===== config.mk =====
export PLATFORM = sky130hd
export DESIGN_NAME = gci_std_display_vram_writer_flat
export DESIGN_NICKNAME = d
export VERILOG_FILES = /design/src/rtl/gci_std_display_vram_writer_if.sv /design/src/rtl/gci_std_display_vram_writer.sv /design/src/flat_wrapper.sv
export SDC_FILE = /design/constraint.sdc
export NUM_CORES = 1
export LEC_CHECK = 0
export ABC_AREA = 1
export ABC_CLOCK_PERIOD_IN_PS = 2700
export BUFFER_PORTS_ARGS = -buffer_cell sky130_fd_sc_hd__buf_4
export CAP_MARGIN = 5
export CORE_MARGIN = 4
export CORE_UTILIZATION = 38
export DETAILED_ROUTE_END_ITERATION = 10
export GPL_ROUTABILITY_DRIVEN = 0
export SLEW_MARGIN = 25
export SYNTH_ARGS = -nofsm -noshare
export SYNTH_HDL_FRONTEND = slang
export SYNTH_SLANG_ARGS = --single-unit
export TNS_END_PERCENT = 10

===== constraint.sdc =====
create_clock -name iCLOCK -period 2.7 [get_ports iCLOCK]
set_input_delay 0.135 -clock iCLOCK [delete_from_list [all_inputs] [get_ports iCLOCK]]
set_output_delay 0.135 -clock iCLOCK [all_outputs]
set_load 0.02 [all_outputs]

===== src/rtl/gci_std_display_vram_writer_if.sv =====
// Command and memory-interface bundle for the VRAM writer.
// The writer uses the master modport; a command source / memory arbiter uses slave.
interface gci_std_display_vram_writer_if #(
  parameter int P_MEM_ADDR_N = 23
);
  logic                    cmd_valid;
  logic                    cmd_ready;
  logic [31:0]             cmd_addr;
  logic [31:0]             cmd_data;
  logic                    if_req;
  logic                    if_ack;
  logic                    if_finish;
  logic                    if_break;
  logic                    if_busy;
  logic                    if_ena;
  logic                    if_rw;
  logic [P_MEM_ADDR_N-1:0] if_addr;
  logic [7:0]              if_r;
  logic [7:0]              if_g;
  logic [7:0]              if_b;
  logic                    busy;

  modport master (
    input  cmd_valid, cmd_addr, cmd_data, if_ack, if_break, if_busy,
    output cmd_ready, if_req, if_finish, if_ena, if_rw, if_addr,
           if_r, if_g, if_b, busy
  );

  modport slave (
    output cmd_valid, cmd_addr, cmd_data, if_ack, if_break, if_busy,
    input  cmd_ready, if_req, if_finish, if_ena, if_rw, if_addr,
           if_r, if_g, if_b, busy
  );
endinterface


===== src/rtl/gci_std_display_vram_writer.sv =====
// Turns CLEAR / PIXEL commands into pixel writes on a shared, arbitrated memory
// interface; a revoked grant resumes from the pixel that was not yet written.
module gci_std_display_vram_writer #(
  parameter int P_MEM_ADDR_N = 23,
  parameter int P_AREA_H     = 640,
  parameter int P_AREA_V     = 480
) (
  input logic                           iCLOCK,
  input logic                           inRESET,
  gci_std_display_vram_writer_if.master bus
);

  localparam logic [31:0] LP_AREA       = 32'(P_AREA_H * P_AREA_V);
  localparam logic [31:0] LP_LAST       = LP_AREA - 32'd1;
  localparam logic [31:0] LP_CLEAR_ADDR = 32'h0000_3000;
  localparam logic [31:0] LP_PIXEL_BASE = 32'h0000_3100;

  typedef enum logic [1:0] {
    ST_IDLE,
    ST_REQ,
    ST_WORK,
    ST_FIN
  } state_t;

  state_t                  state_q, state_d;
  logic [P_MEM_ADDR_N-1:0] cnt_q, cnt_d;
  logic [P_MEM_ADDR_N-1:0] end_q, end_d;
  logic [P_MEM_ADDR_N-1:0] addr_hold_q, addr_hold_d;
  logic [15:0]             colour_q, colour_d;

  logic        cmd_ready;
  logic        if_req;
  logic        if_finish;
  logic        if_ena;
  logic [31:0] cmd_offset;
  logic        is_clear;
  logic        is_pixel;
  logic        unused_cmd_bits;

  // Decode happens at full 32 bits so out-of-range offsets cannot alias after truncation.
  assign cmd_offset      = bus.cmd_addr - LP_PIXEL_BASE;
  assign is_clear        = (bus.cmd_addr == LP_CLEAR_ADDR);
  assign is_pixel        = (bus.cmd_addr >= LP_PIXEL_BASE) && (cmd_offset < LP_AREA);
  assign unused_cmd_bits = ^bus.cmd_data[31:16];

  always_comb begin
    // NOTE: every signal gets a default before the case so no path leaves one unassigned (no latches).
    state_d     = state_q;
    cnt_d       = cnt_q;
    end_d       = end_q;
    addr_hold_d = addr_hold_q;
    colour_d    = colour_q;
    cmd_ready   = 1'b0;
    if_req      = 1'b0;
    if_finish   = 1'b0;
    if_ena      = 1'b0;

    unique case (state_q)
      ST_IDLE: begin
        cmd_ready = 1'b1;
        if (bus.cmd_valid && (is_clear || is_pixel)) begin
          colour_d = bus.cmd_data[15:0];
          state_d  = ST_REQ;
          if (is_clear) begin
            cnt_d = '0;
            end_d = P_MEM_ADDR_N'(LP_LAST);
          end else begin
            cnt_d = P_MEM_ADDR_N'(cmd_offset);
            end_d = P_MEM_ADDR_N'(cmd_offset);
          end
        end
      end

      ST_REQ: begin
        if_req = 1'b1;
        if (bus.if_ack) state_d = ST_WORK;
      end

      ST_WORK: begin
        addr_hold_d = cnt_q;
        // A break wins over busy: the grant is gone, so re-arbitrate and keep the counter.
        if (bus.if_break) begin
          state_d = ST_REQ;
        end else if (!bus.if_busy) begin
          if_ena = 1'b1;
          cnt_d  = cnt_q + P_MEM_ADDR_N'(1);
          if (cnt_q == end_q) state_d = ST_FIN;
        end
      end

      ST_FIN: begin
        if_finish = 1'b1;
        state_d   = ST_IDLE;
      end

      default: state_d = ST_IDLE;
    endcase
  end

  always_ff @(posedge iCLOCK) begin
    // NOTE: colour and address registers are reset too, because they drive visible outputs.
    if (!inRESET) begin
      state_q     <= ST_IDLE;
      cnt_q       <= '0;
      end_q       <= '0;
      addr_hold_q <= '0;
      colour_q    <= '0;
    end else begin
      // NOTE: non-blocking assignments so every flop samples pre-edge values.
      state_q     <= state_d;
      cnt_q       <= cnt_d;
      end_q       <= end_d;
      addr_hold_q <= addr_hold_d;
      colour_q    <= colour_d;
    end
  end

  // Ready is forced low while reset is held, and rises on the first cycle after release.
  assign bus.cmd_ready = cmd_ready && inRESET;
  assign bus.if_req    = if_req;
  assign bus.if_finish = if_finish;
  assign bus.if_ena    = if_ena;
  assign bus.if_rw     = 1'b1;
  assign bus.if_addr   = (state_q == ST_WORK) ? cnt_q : addr_hold_q;
  assign bus.if_r      = {colour_q[15:11], colour_q[15:13]};
  assign bus.if_g      = {colour_q[10:5],  colour_q[10:9]};
  assign bus.if_b      = {colour_q[4:0],   colour_q[4:2]};
  assign bus.busy      = (state_q != ST_IDLE);

endmodule


===== src/flat_wrapper.sv =====
// flat-port wrapper written by rule: the top's interface ports become plain ports
module gci_std_display_vram_writer_flat 
#(
  parameter int P_MEM_ADDR_N = 23,
  parameter int P_AREA_H     = 640,
  parameter int P_AREA_V     = 480
)
  (iCLOCK, inRESET, bus_cmd_valid, bus_cmd_addr, bus_cmd_data, bus_if_ack, bus_if_break, bus_if_busy, bus_cmd_ready, bus_if_req, bus_if_finish, bus_if_ena, bus_if_rw, bus_if_addr, bus_if_r, bus_if_g, bus_if_b, bus_busy);
  gci_std_display_vram_writer_if #(.P_MEM_ADDR_N(P_MEM_ADDR_N)) bus_i ();
  input logic iCLOCK;
  input logic inRESET;
  input wire logic [$bits(bus_i.cmd_valid)-1:0] bus_cmd_valid;
  input wire logic [$bits(bus_i.cmd_addr)-1:0] bus_cmd_addr;
  input wire logic [$bits(bus_i.cmd_data)-1:0] bus_cmd_data;
  input wire logic [$bits(bus_i.if_ack)-1:0] bus_if_ack;
  input wire logic [$bits(bus_i.if_break)-1:0] bus_if_break;
  input wire logic [$bits(bus_i.if_busy)-1:0] bus_if_busy;
  output wire logic [$bits(bus_i.cmd_ready)-1:0] bus_cmd_ready;
  output wire logic [$bits(bus_i.if_req)-1:0] bus_if_req;
  output wire logic [$bits(bus_i.if_finish)-1:0] bus_if_finish;
  output wire logic [$bits(bus_i.if_ena)-1:0] bus_if_ena;
  output wire logic [$bits(bus_i.if_rw)-1:0] bus_if_rw;
  output wire logic [$bits(bus_i.if_addr)-1:0] bus_if_addr;
  output wire logic [$bits(bus_i.if_r)-1:0] bus_if_r;
  output wire logic [$bits(bus_i.if_g)-1:0] bus_if_g;
  output wire logic [$bits(bus_i.if_b)-1:0] bus_if_b;
  output wire logic [$bits(bus_i.busy)-1:0] bus_busy;
  assign bus_i.cmd_valid = bus_cmd_valid;
  assign bus_i.cmd_addr = bus_cmd_addr;
  assign bus_i.cmd_data = bus_cmd_data;
  assign bus_i.if_ack = bus_if_ack;
  assign bus_i.if_break = bus_if_break;
  assign bus_i.if_busy = bus_if_busy;
  assign bus_cmd_ready = bus_i.cmd_ready;
  assign bus_if_req = bus_i.if_req;
  assign bus_if_finish = bus_i.if_finish;
  assign bus_if_ena = bus_i.if_ena;
  assign bus_if_rw = bus_i.if_rw;
  assign bus_if_addr = bus_i.if_addr;
  assign bus_if_r = bus_i.if_r;
  assign bus_if_g = bus_i.if_g;
  assign bus_if_b = bus_i.if_b;
  assign bus_busy = bus_i.busy;
  gci_std_display_vram_writer #(.P_MEM_ADDR_N(P_MEM_ADDR_N), .P_AREA_H(P_AREA_H), .P_AREA_V(P_AREA_V)) u_core (.iCLOCK(iCLOCK), .inRESET(inRESET), .bus(bus_i));
endmodule

Yosys cells after proc, flatten, opt, wreduce, memory -nomap -nowiden:

Index checks and enable logic that the tools add are counted.

* register bits after elaboration: 87
* latch bits: 0
* RAM bits: 0
* ROM bits: 0
* input port bits: 70
* word-level logic and storage cells: 49
* memories: 0

* add/sub/neg operators: 2
* multipliers: 0
* divide/modulo/power cells: 0
* magnitude comparators: 2
* equality and inequality tests: 11
* shifts and indexed selects: 0
* multiplexer cells: 19
* bitwise operators: 0
* reductions and logical operators: 10

Operators with widths (number)
* $mux 23: 6
* $pmux 23 s2: 1
* $eq 32x14->1 const B: 1
* $ge 32x14->1 const B: 1
* $lt 32x19->1 const B: 1
* $sub 32x14->32 const B: 1
* $add 23x1->23 const B: 1
* $eq 23x23->1: 1
* $mux 2: 5
* $pmux 2 s4: 1
* $reduce_and 4->1: 2
* $mux 1: 6
* $ne 2x2->1 const B: 3
* $eq 2x2->1 const B: 2
* $reduce_bool 2->1: 2
* $logic_and 1x1->1: 3
* $ne 3x2->1 const B: 1
* $ne 3x3->1 const B: 1
* $eq 2x1->1 const B: 1
* $logic_not 2->1: 1
* $ne 2x1->1 const B: 1
* $reduce_and 2->1: 1
* $logic_or 1x1->1: 1

Logic depth before layout (Yosys ltp):

Gate-level depths: netlist of run 1.

* depth after elaboration: 7
* gate-level depth with buffers: 19

Worst setup path after synthesis of run 1:

Ideal clock, no wire load.

* path type: reg-to-reg
* from: reg u_core.state_q[1]
* to: reg u_core.cnt_q[16]
* setup time: 0.113 ns
* arrival time: 1.831 ns
* setup slack: 0.756 ns
* stages on the path, launching flop included: 13
* buffers on the path: 1
* clock period less this slack: 1.944 ns
* cells stage by stage: dfxtp_1 -> inv_1 -> nor2_1 -> clkinv_1 -> nor2_1 -> inv_1 -> nor2_1 -> inv_1 -> nand2_2 -> buf_2 -> nand2_1 -> nand2_1 -> nor2_1

* cells in the longest elaborated chain, start to end: 3
* elaborated cells between the ends (all ways): 8

Ends and longest elaborated chain
* start, declared: line gci_std_display_vram_writer.sv:25 `state_t state_q, state_d;`
* start signal, assigned: line gci_std_display_vram_writer.sv:110 `state_q <= state_d;`
* $eq 2x2->1 / $logic_not 2->1 (equally long branches): line gci_std_display_vram_writer.sv:58 `unique case (state_q)`
* $ne 2x2->1 (no line), or another cell as far along
* $reduce_and 4->1 (no line)
* end signal, assigned: line gci_std_display_vram_writer.sv:111 `cnt_q <= cnt_d;`
* end, declared: line gci_std_display_vram_writer.sv:26 `logic [P_MEM_ADDR_N-1:0] cnt_q, cnt_d;`

Parallel ways exist; a longest one is shown, timed or not.
A chain may end at the register's enable or synchronous reset.

Worst setup path after layout of run 1:

* from: reg u_core.cnt_q[2]
* to: reg u_core.cnt_q[19]

* cells in the longest elaborated chain, start to end: 4

Ends and longest elaborated chain
* $add 23x1->23: line gci_std_display_vram_writer.sv:86 `cnt_d = cnt_q + P_MEM_ADDR_N'(1);`
* $mux 23: line gci_std_display_vram_writer.sv:84 `end else if (!bus.if_busy) begin`
* $mux 23: line gci_std_display_vram_writer.sv:82 `if (bus.if_break) begin`
* $pmux 23 s2: line gci_std_display_vram_writer.sv:58

Every way passes these cells. The select of a mux whose other input is x is not followed.

==> results of run 1 <==
[worst reg2reg max path: stages (launching register included)]
cell	delay, ns
dfxtp_1	0.45
nand3_1	0.15
nor2_1	0.14
nand2_1	0.08
nor2_1	0.16
nand2_1	0.16
nor2_1	0.33
nand4_1	0.21
or2_0	0.27
nand3_1	0.08
o211ai_1	0.10
a21oi_1	0.14
nor2_1	0.07
[registers in the layout, summed over array words and instances (netlist names)]
register / cells
u_core.addr_hold_q: 23
u_core.cnt_q: 23
u_core.end_q: 23
u_core.colour_q: 16
u_core.state_q: 2
[worst max path at each step]
stage	slack, ns	depth (start not counted)	startpoint	end
floorplan	0.76	12	u_core.state_q[1]	u_core.cnt_q[16]
global route	0.03	14	u_core.cnt_q[2]	u_core.cnt_q[17]
CTS	0.29	17	u_core.cnt_q[0]	u_core.cnt_q[20]
global placement	0.17	15	bus_cmd_addr[8]	u_core.end_q[3]
detailed placement	0.11	15	bus_cmd_addr[8]	u_core.end_q[3]
finish	0.26	12	u_core.cnt_q[2]	u_core.cnt_q[19]
[per-stage QoR]
| step | util | instances | hold slack (ns) |
|---|---|---|---|
| after detailed placement | 0.4566 | 1184 | 0.3639 |
| after floorplan | - | 930 | 0.2699 |
| after CTS | 0.4791 | 1202 | 0.001249 |
| after global placement | 0.4566 | 1184 | 0.3570 |
| final | 0.4791 | 1202 | 0.01027 |
| after global routing | 0.4791 | 1202 | 0.01559 |
[cells in the mapped netlist, types with 2 or more instances]
library cell,n,area [sq um]
clkinv_1,2,7.510
o211ai_1,2,15.01
nor3_1,14,70.07
o21ai_0,40,200.2
buf_2,8,40.04
nand3_1,42,210.2
nor2_2,3,18.77
o21ai_1,6,30.03
ha_1,2,25.02
buf_1,4,15.01
xnor2_1,8,70.07
dfxtp_1,87,1742
nand3b_1,3,22.52
buf_4,9,67.56
nor2_4,2,22.52
a21oi_1,32,160.2
nand2_2,5,31.28
buf_6,4,45.04
nand2_1,224,840.8
nand4_1,19,118.9
xor2_1,14,122.6
nor2_1,176,660.6
o22ai_1,8,50.05
nor3b_1,2,15.01
inv_1,157,589.3
or2_2,12,75.07
clkbuf_1,22,82.58
a211oi_1,10,75.07
inv_2,3,11.26
[cells by family (layout without fill, tap and decap cells)]
family / Yosys count / count (layout) / share of synthesized area
simple gates: 507 / 507 / 0.3863
fa+ha+maj: 2 / 2 / 0.004539
compound gates: 102 / 102 / 0.1019
flops: 87 / 87 / 0.3159
other cells: 1 / 1 / 0.0006802
xor+xnor: 22 / 22 / 0.03495
buf+inv: 209 / 301 / 0.1557
[report_power, final]
part / internal, uW / total, uW / switching [uW] / leakage (uW)
sequential: 1420 / 1510 / 86.2 / 0.000703
combinational: 697 / 1760 / 1060 / 0.00268
clock: 710 / 1240 / 531 / 0.000141
[cells in the final DEF, fill, tap and decap left out, drive strengths merged]
cell,instances
o31ai,1
dfxtp,87
a211oi,10
or4,1
o221ai,1
nand4,19
clkbuf,9
conb,1
nor3b,2
buf,121
nand2,229
nand3,43
inv,161
a22oi,1
bufinv,1
clkinvlp,1
o22ai,8
ha,2
xor2,14
o21ai,46
nor4,1
o21bai,1
nand3b,3
xnor2,8
dlygate4sd3,3
nor2,181
clkinv,5
a21oi,32
nor3,14
or2,13
o211ai,2
and3,1
[layout make-up]
cell class	count	area share
flip-flops and latches	87	0.2589
inverters	162	0.09038
multi-input cells	634	0.4333
well taps	180	0.03348
clock inverters	6	0.009113
repair buffers	124	0.1413
clock buffers	9	0.03348
[routing by layer]
metal / global-route usage / vias up
li1: - / 3018
met5: 0 / -
met3: 0.03570 / 16
met4: 0.05243 / 0
met1: 0.2470 / 2432
met2: 0.3049 / 103
==> metrics list, run 1 <==
* Result of the run: complete, no violations
* Fin Setup TNS: 0 ns
* Critical path required time: 2.94 ns
- For this run, the slowest stage of the critical path takes 0.45 ns.
- For this run, design rule violations remaining after detail routing come to 0.
- Of all nets on the critical path, the largest fanout is 6.
- Static power due to leakage: 0.003527 uW
- Unrepaired setup endpoints after global routing: no
- For this block, wires on met1 add up to 7.230 mm.
- Setup violations remaining at the end of the flow were counted as 0.
* Peak Freq: 410.0 MHz
* Worst Tran Pin Value: 0.6913 ns
* Yosys Warn Count: 0
- Total Die Area: 16500 sq um
- Clock Root Buffer: clkbuf_16
- 123 I/O pins were placed.
* Number of antenna violations at the first check in global routing: 0
- After global routing the overflow that remains totals 0.
- The most numerous cell type found on the critical path is nor2_1.
- The number of endpoints with negative hold slack in the final report came to 0.
- After clock tree synthesis, the clock-pin slew on the worst setup and hold paths is 0.07 ns.
- Prior to clock tree synthesis, the placed netlist has a worst setup slack of 0.1147 ns.
- The initial utilization of the core area, before any placement, comes to 0.3926.
* Cell with the largest stage delay on the worst path: dfxtp_1
- Met2 routed wirelength: 7.273 mm
- Measured against its own limit, the worst slew margin works out to 0.5391.
* Highest routing layer actually used: met4
- Floorplan die height: 128.4 microns
* Share of final-layout standard cells stronger than drive strength 1: 0.1595
- Once layout is done, the placed cells without fillers occupy 6728 sq um.
- Worst hold start: bus_cmd_data[13]
- Relative to the synthesized area, the layout overhead comes to 22.04%.
- Once detail routing completed, the nets flagged for antenna violations numbered 0.
* Cell row count: 43
* Horizontal extent of the die: 128.4 microns
- Synthesis inferred 87 register bits.
- In this run the critical register-to-register path is captured at u_core.cnt_q[19].
- In the final routed layout, each cell accounts on average for 12.75 microns.
* H-tree level count: 3
* Sequential element share of the synthesized area: 0.3159
- PD cells: 669.9 nW/um^2
- The worst hold path was traced through 3 stages.
- The placed instances occupy a cell area of 6411 sq um.
- Area inside the core boundary: 14040 sq um
* Crit path cell chain: nand3_1 > nor2_1 > nand2_1 > nor2_1 > nand2_1 > nor2_1 > nand4_1 > or2_0 > nand3_1 > o211ai_1 > a21oi_1 > nor2_1
* Detailed-routing iteration count for the pre-antenna-repair pass: 4
* Number of vias in the routed layout: 5569
- Max-capacitance violation count: 0
- The first global-routing pass estimated 24.73 mm of wire.
- The startpoint identified for the worst register-to-register timing path is u_core.cnt_q[2].
- Critical path class: register to register
* Maximum number of pins on one net before global-route repair: 65
* Worst skew pair latency: 0.35 ns
* Max rail drop VDD: 0.0003092 V
* Fill cell instance count of the final layout: 1505
* Hold-fix buffers, CTS: 3
- Sum of routed wire length over all layers: 15.33 mm
* Number of global-route vias before repair: 4963
- Averaged over all synthesized cells, the footprint is 5.928 sq um.
- For this run, the total global-route usage over all layers was measured as 0.1850.
* Final worst path period need: 2.439 ns
- Setup slack of the most critical reg-to-reg path: 0.26 ns
- The number of antenna diodes in the final layout is 0.
- Final worst-path cycle share: 0.9033
- In this run, synthesis inferred 0 flip-flops with an integrated enable.
- The most used flip-flop cell after synthesis is dfxtp_1.
* Type of the most critical hold path: input pin to register
* Yosys cell types: 39
* Bufs and invs on worst path: 0
- The number of gates resized after CTS was 0.
- Final WS setup: 0.2610 ns
- TritonCTS built the clock tree.
* Nets: 1090
* Share of async-settable or async-resettable flops after synthesis: 0
- The clock net in this run drives a total of 87 sinks.
* Worst Path Arrival: 2.68 ns
- The worst setup path is captured at a register.
* Total length of routed met3 wires: 573 microns
* Total Power Consumption: 4507 uW
* Register-to-Register Path Depth: 12
- Final HPWL from detailed placement: 11.44 mm
- Registers take 1742 sq um.
- Max Clock Skew: 0.008379 ns
* Number of buffers added on ports: 105
- STA classifies the critical path startpoint as a register.
* Worst-case hold path end point: u_core.colour_q[13]
- Cell count after synthesis: 930
* Net count after synthesis: 1002
- The cell family contributing the most delay on the critical path is simple AND/OR/NAND/NOR gates.
- Buffers added to address setup during post-CTS repair amount to 0.
- In this run, CTS created clock tree buffers numbering 9.
* DR vias/cell: 4.633
- Area of the multi-input gates: 2915 sq um
- In this run the cell area of the synthesized design comes to 5513 sq um.
- After the first detailed-routing iteration, the DRC count stood at 331.
- Pins over their slew limit: 0
* Maximum clock insertion buffer count: 2
No activity file was read; power rests on OpenSTA's default activity.
==> inputs of run 2 (changes only) <==
CORE_MARGIN = default   (was 4)
REMOVE_ABC_BUFFERS = 1   (was default)
==> metrics list, run 2 (synthesis results as in run 1) <==
* Number of buffers added on ports: 105 (unchanged)
* Area added between synthesis and finish: 24.10% (was 22.04%)
- The largest vdd supply drop is 0.0003467 V (was 0.0003092 V).
- Most frequent standard cell in the layout excluding fill and tap cells: nand2_1 (unchanged)
* Worst Path Arrival: 2.65 ns (was 2.68 ns)
- The data required time at the worst endpoint came to 2.98 ns (was 2.94 ns).
* Area inside the core boundary: 14040 sq um (unchanged)
* Category of the worst setup path capture point: register (unchanged)
- The largest stage delay on the critical path is 0.44 ns (was 0.45 ns).
* DR vias/cell: 4.572 (was 4.633)
- CP dominant cell by count: nor2_1 (unchanged)
- The ratio of total power to cell area is 659.8 nW/um^2 (was 669.9 nW/um^2).
* DR DRC count: 0 (unchanged)
- Commonest cells after routing, fill and taps aside: 224 x nand2_1, 175 x nor2_1, 157 x inv_1, 116 x buf_4, 87 x dfxtp_1 (was 224 x nand2_1, 175 x nor2_1, 157 x inv_1, 120 x buf_4, 87 x dfxtp_1).
- The internal portion of total power came to 2862 uW (was 2828 uW).
- The final setup TNS was 0 ns (unchanged).
- Number of global-route vias before repair: 4729 (was 4963)
* Utilization after layout: 0.4872 (was 0.4791)
- Static power due to leakage: 0.003567 uW (was 0.003527 uW)
- The combinational share of power is 0.392 (was 0.390).
- The share of cells above drive strength 1 was 0.1553 (was 0.1595).
- The HPWL reported at the end of detailed placement came to 10.25 mm (was 11.44 mm).
* Sum of routed wire length over all layers: 14.50 mm (was 15.33 mm)
* Num CTS Buffers: 9 (unchanged)
- Pins over their slew limit: 0 (unchanged)
- The max capacitance violation total came to 0 (unchanged).
- The final period demand of the worst path is 2.371 ns (was 2.439 ns).
* Setup violations, final: 0 (unchanged)
- Number of antenna violations at the first check in global routing: 0 (unchanged)
- The portion of total power attributed to the clock network is 0.275 (about the same).
* Top-Level Pins: 123 (unchanged)
- The number of endpoints with negative hold slack in the final report is 0 (unchanged).
- The clock sink count came to 87 (unchanged).
- Unrepaired setup endpoints after global routing: no (unchanged)
- The final critical-path share of the clock period came to 0.8782 (was 0.9033).
* Maximum clock insertion buffer count: 2 (unchanged)
- Result of the run: complete, no violations (unchanged)
- The normalized max-slew margin came to 0.5358 (was 0.5391).
- Crit path cell chain: nand3_1 > nor2_1 > nand2_1 > nor2_1 > nand2_1 > nor2_1 > nand3_1 > nor2_1 > nand4_1 > nand3_1 > inv_1 > nand2_1 > nand2_1 > nor2_1 (was nand3_1 > nor2_1 > nand2_1 > nor2_1 > nand2_1 > nor2_1 > nand4_1 > or2_0 > nand3_1 > o211ai_1 > a21oi_1 > nor2_1).
- Startpoint type of the worst setup path: register (unchanged)
- The post-detailed-route wirelength per cell came to 11.99 microns (was 12.75 microns).
- The count of filler cells inserted in the layout is 1501 (was 1505).
- The path type of the worst setup path was register to register (unchanged).
- Residual overflow from global routing: 0 (unchanged)
- The number of inserted diodes came to 0 (unchanged).
- Total Die Area: 14990 sq um (was 16500 sq um)
- Max Clock Skew: 0.008692 ns (was 0.008379 ns)
* Clock Root Buffer: clkbuf_16 (unchanged)
* Wire length of the first global-routing pass: 23.34 mm (was 24.73 mm)
* Nets: 1098 (was 1090)
* Cell with the largest stage delay on the worst path: dfxtp_1 (unchanged)
* Maximum number of pins on one net before global-route repair: 65 (unchanged)
- Area of the multi-input gates: 2925 sq um (was 2915 sq um)
- The achievable clock frequency is 421.7 MHz (was 410.0 MHz).
* Worst Tran Pin Value: 0.6963 ns (was 0.6913 ns)
- Horizontal extent of the die: 122.4 microns (was 128.4 microns)
* H-tree level count: 3 (unchanged)
- Detailed router's first-iteration violation count: 376 (was 331)
* Sw Pwr: 1652 uW (was 1679 uW)
* Cell row count: 43 (unchanged)
- Footprint of the flip-flops and latches: 1742 sq um (unchanged)
- The clock tree from TritonCTS is yes (unchanged).
* Final-layout worst hold slack: 0.009588 ns (was 0.01027 ns)
- The number of nets with antenna violations after routing is 0 (unchanged).
- Maximum fanout along the worst path: 5 (was 6)
- The starting density of the core came to 0.3926 (unchanged).
- Floorplan die height: 122.4 microns (was 128.4 microns)
- The class of the tightest hold or removal check is input pin to register (unchanged).
* Largest registers: u_core.addr_hold_q x23, u_core.cnt_q x23, u_core.end_q x23 (unchanged)
- Number of vias in the routed layout: 5532 (was 5569)
* Sequential fraction of design power: 0.333 (was 0.334)
* Worst skew pair latency: 0.35 ns (about the same)
- Detailed-routing iteration count for the pre-antenna-repair pass: 5 (was 4)
- Clock transition time at the flip-flop clock pins of the worst setup and hold paths: 0.06 ns (was 0.07 ns)
- The switching share of total power was 0.3660 (was 0.3725).
- The global routing usage summed across all routing layers is 0.1996 (was 0.1850).
run 2: cell types whose count changed in the layout (fill, tap and decap cells not counted), sizes merged:
cell / previous run / this run
clkinvlp: 1 / 0
dlygate4sd3: 3 / 14
clkinv: 5 / 4
inv: 161 / 160
clkbuf: 9 / 12
buf: 121 / 118
run 2: per-stage QoR:
step / instances / power (uW) / setup slack (ns) / area (sq um)
after floorplan: 883 / 2590 / -1.596 / 5263
after global placement: 1181 / 3282 / 0.1714 / 6401
after detailed placement: 1181 / 3293 / 0.1693 / 6401
after CTS: 1210 / 4568 / 0.2648 / 6832
after global routing: 1210 / 4809 / 0.09763 / 6842
final: 1210 / 4514 / 0.3289 / 6842
run 2: timing repair:
action / 4_1_cts / 5_1_grt
buffers inserted: 0 / 0
endpoints found under the hold margin: 14 / 0
resized for setup: 0 / 2
hold buffers: 14 / 0
endpoints found under the setup margin: 0 / 1
run 2: layout make-up:
class / count / area share
flip-flops and latches: 87 / 0.2546
repair buffers: 132 / 0.1536
clock inverters: 3 / 0.006401
well taps: 180 / 0.03292
multi-input cells: 634 / 0.4276
clock buffers: 12 / 0.03603
inverters: 162 / 0.08888
run 2: power groups by stage:
stage / Combinational, uW / Clock (uW) / Sequential [uW]
floorplan: 1080 / 0 / 1510
global placement: 1760 / 0 / 1530
detailed placement: 1760 / 0 / 1530
CTS: 1780 / 1280 / 1500
global route: 1950 / 1350 / 1520
finish: 1770 / 1240 / 1500
run 2: final timing paths:
path / slack, ns / endpoint / start / depth (start not counted)
hold reg to reg: 0.47 / u_core.addr_hold_q[18] / u_core.addr_hold_q[18] / 2
hold / removal: 0.01 / u_core.colour_q[6] / bus_cmd_data[6] / 3
setup reg to reg: 0.33 / u_core.cnt_q[17] / u_core.cnt_q[0] / 14
setup / recovery: 0.33 / u_core.cnt_q[17] / u_core.cnt_q[0] / 14
run 2: layer usage:
metal	up-vias	GRT usage	routed length (microns)
li1	3030	-	-
met1	2377	0.2936	7451
met2	117	0.2872	6188
met3	8	0.04740	725
met4	0	0.05259	138
met5	-	0	0
run 2: critical path, delay by kind of cell, from the launching register on:
kind          cells  cell delay [ns]
simple gates     13             1.82
flops             1             0.44
buf+inv           1             0.04
==> inputs of run 3 (changes only) <==
REMOVE_ABC_BUFFERS = default   (was 1)
==> metrics list, run 3 (synthesis results as in run 1) <==
- The total non-filler cell area in the finished layout is 6749 sq um (was 6842 sq um).
- Routed Antenna Nets: 0 (unchanged)
* Fin. Hold Viols: 0 (unchanged)
- Top-Level Pins: 123 (unchanged)
- CTS sink cnt: 87 (unchanged)
* Final-layout worst hold slack: 0.001427 ns (was 0.009588 ns)
* Final HPWL from detailed placement: 10.80 mm (was 10.25 mm)
- PD cells: 675.8 nW/um^2 (was 659.8 nW/um^2)
- Area added between synthesis and finish: 22.42% (was 24.10%)
- Final worst path period need: 2.377 ns (was 2.371 ns)
- Wire length of the first global-routing pass: 23.24 mm (was 23.34 mm)
- The cell area after placement was 6409 sq um (was 6401 sq um).
- The most common cell after layout, fill and taps aside is nand2_1 (unchanged).
- The data arrival time at the worst-slack endpoint is 2.62 ns (was 2.65 ns).
* Unrepaired setup endpoints after global routing: no (unchanged)
* Area of the multi-input gates: 2915 sq um (was 2925 sq um)
- The number of violations reported at the end of detailed-routing iteration 0 was 273 (was 376).
- Crit path cell chain: nand3_1 > nor2_1 > nand2_1 > nor2_1 > nand2_1 > nor2_1 > nand4_1 > or2_0 > nand3_1 > o211ai_1 > a21oi_1 > nor2_1 (was nand3_1 > nor2_1 > nand2_1 > nor2_1 > nand2_1 > nor2_1 > nand3_1 > nor2_1 > nand4_1 > nand3_1 > inv_1 > nand2_1 > nand2_1 > nor2_1)
* Result of the run: complete, no violations (unchanged)
- The area of all sequential standard cells came to 1742 sq um (unchanged).
- The final net count was 1088 (was 1098).
- The total wirelength of the detailed-routed design was 14.61 mm (was 14.50 mm).
- The startpoint of the most critical setup path was u_core.cnt_q[0] (unchanged).
* Clock Root Buffer: clkbuf_16 (unchanged)
* Worst hold start: bus_cmd_data[7] (was bus_cmd_data[6])
- The highest fanout seen on the critical path was 5 (unchanged).
* Commonest cells after routing, fill and taps aside: 224 x nand2_1, 175 x nor2_1, 157 x inv_1, 117 x buf_4, 87 x dfxtp_1 (was 224 x nand2_1, 175 x nor2_1, 157 x inv_1, 116 x buf_4, 87 x dfxtp_1)
- The path type of the worst setup path was register to register (unchanged).
- The TritonCTS buffer count was 9 (unchanged).
- The met2 track demand over resource came to 0.3287 (was 0.2872).
- Maximum number of pins on one net before global-route repair: 65 (unchanged)
- The starting density of the core was 0.3926 (unchanged).
* Clock transition time at the flip-flop clock pins of the worst setup and hold paths: 0.07 ns (was 0.06 ns)
- Largest registers: u_core.addr_hold_q x23, u_core.cnt_q x23, u_core.end_q x23 (unchanged).
* Cell row count: 43 (unchanged)
- CP dominant cell by count: nor2_1 (unchanged)
- Floorplan die height: 122.4 microns (unchanged)
* Fill cell instance count of the final layout: 1564 (was 1501)
* Area inside the core boundary: 14040 sq um (unchanged)
- Met1 Usage GRT: 0.2593 (was 0.2936)
* Total Power Consumption: 4561 uW (was 4514 uW)
- The number of buffers and inverters on the critical path came to 0 (was 1).
- Max-capacitance violation count: 0 (unchanged)
- Final WS setup: 0.3227 ns (was 0.3289 ns)
* Worst skew pair latency: 0.35 ns (about the same)
- The minimum setup slack after placement was 0.1980 ns (was 0.1693 ns).
* Gate family responsible for the most delay along the worst path: simple AND/OR/NAND/NOR gates (unchanged)
* Number of antenna violations at the first check in global routing: 0 (unchanged)
* Residual overflow from global routing: 0 (unchanged)
- The number of buffer cells added on primary ports came to 105 (unchanged).
- Max Clock Skew: 0.006901 ns (was 0.008692 ns)
* Relative slew slack: 0.5434 (was 0.5358)
* Maximum clock insertion buffer count: 2 (unchanged)
- The largest stage delay on the critical path is 0.45 ns (was 0.44 ns).
- H-tree level count: 3 (unchanged)
- The startpoint of the lowest-slack register-to-register path is u_core.cnt_q[0] (unchanged).
- The transition time at the pin with the least slew margin is 0.6849 ns (was 0.6963 ns).
* TritonCTS clock tree: yes (unchanged)
- The global routing usage summed across all routing layers came to 0.2000 (was 0.1996).
- Number of inserted diodes: 0 (unchanged)
* Cell with the largest stage delay on the worst path: dfxtp_1 (unchanged)
* Global-route met3 utilization: 0.03253 (was 0.04740)
- The final count of negative-setup-slack endpoints is 0 (unchanged).
- The achievable clock frequency came to 420.7 MHz (was 421.7 MHz).
- Critical path required time: 2.94 ns (was 2.98 ns)
* Final worst-path cycle share: 0.8805 (was 0.8782)
* Layer carrying the most global-route usage: met2 (was met1)
* Category of the worst setup path capture point: register (unchanged)
- The class of the tightest hold or removal check is input pin to register (unchanged).
- The final setup TNS is 0 ns (unchanged).
- Startpoint type of the worst setup path: register (unchanged)
- The max-slew violation count came to 0 (unchanged).
* DR vias/cell: 4.664 (was 4.572)
- The die extent in x was 122.4 microns (unchanged).
* Number of vias in the routed layout: 5601 (was 5532)
- The largest vdd supply drop is 0.0003203 V (was 0.0003467 V).
* Static power due to leakage: 0.003529 uW (was 0.003567 uW)
- Detailed-routing iteration count for the pre-antenna-repair pass: 4 (was 5)
- WL per Instance: 12.16 microns (was 11.99 microns)
- The post-detailed-route DRC marker count came to 0 (unchanged).
* Total Die Area: 14990 sq um (unchanged)
* Number of global-route vias before repair: 4747 (was 4729)
- The share of cells above drive strength 1 came to 0.1577 (was 0.1553).
-- run 3: area by class of cell --
| cell class | instances | area share |
|---|---|---|
| Clock buffer | 12 | 0.03801 |
| Multi-Input combinational cell | 634 | 0.4320 |
| Tap cell | 180 | 0.03337 |
| Clock inverter | 4 | 0.007972 |
| Sequential cell | 87 | 0.2581 |
| Timing Repair Buffer | 122 | 0.1405 |
| Inverter | 162 | 0.09010 |
-- run 3: path summary, 6_finish.rpt --
check | to | slack (ns) | cells after the start
setup / recovery | u_core.cnt_q[19] | 0.32 | 12
hold / removal | u_core.colour_q[7] | 0.001 | 3
setup reg to reg | u_core.cnt_q[19] | 0.32 | 12
hold reg to reg | u_core.end_q[20] | 0.47 | 2
-- run 3: tightest hold or removal path, stage by stage --
cell and delay [ns]:
buf_4 0.07, nor2_1 0.03, nor2_1 0.08
-- run 3: power breakdown --
| part | internal (uW) | total, uW | switching (uW) |
|---|---|---|---|
| clock | 770 | 1300 | 532 |
| combinational | 695 | 1750 | 1050 |
| sequential | 1420 | 1510 | 89.4 |
-- run 3: timing repair --
action | CTS | global route
gates resized for setup | 0 | 0
hold buffers | 2 | 1
setup endpoints to repair | 0 | 0
buffers inserted | 0 | 0
hold endpoints to repair | 2 | 1
-- run 3: metal layers --
| metal | wire, microns | vias up |
|---|---|---|
| met2 | 6873 | 106 |
| met5 | 0 | - |
| met1 | 6912 | 2461 |
| met3 | 506 | 19 |
| li1 | - | 3015 |
| met4 | 314 | 0 |
-- run 3: metrics by stage --
step	instances	utilization
6_report	1201	0.4806
5_1_grt	1201	0.4806
4_1_cts	1200	0.4799
3_5_place_dp	1182	0.4564
3_3_place_gp	1182	0.4564
2_1_floorplan	930	-
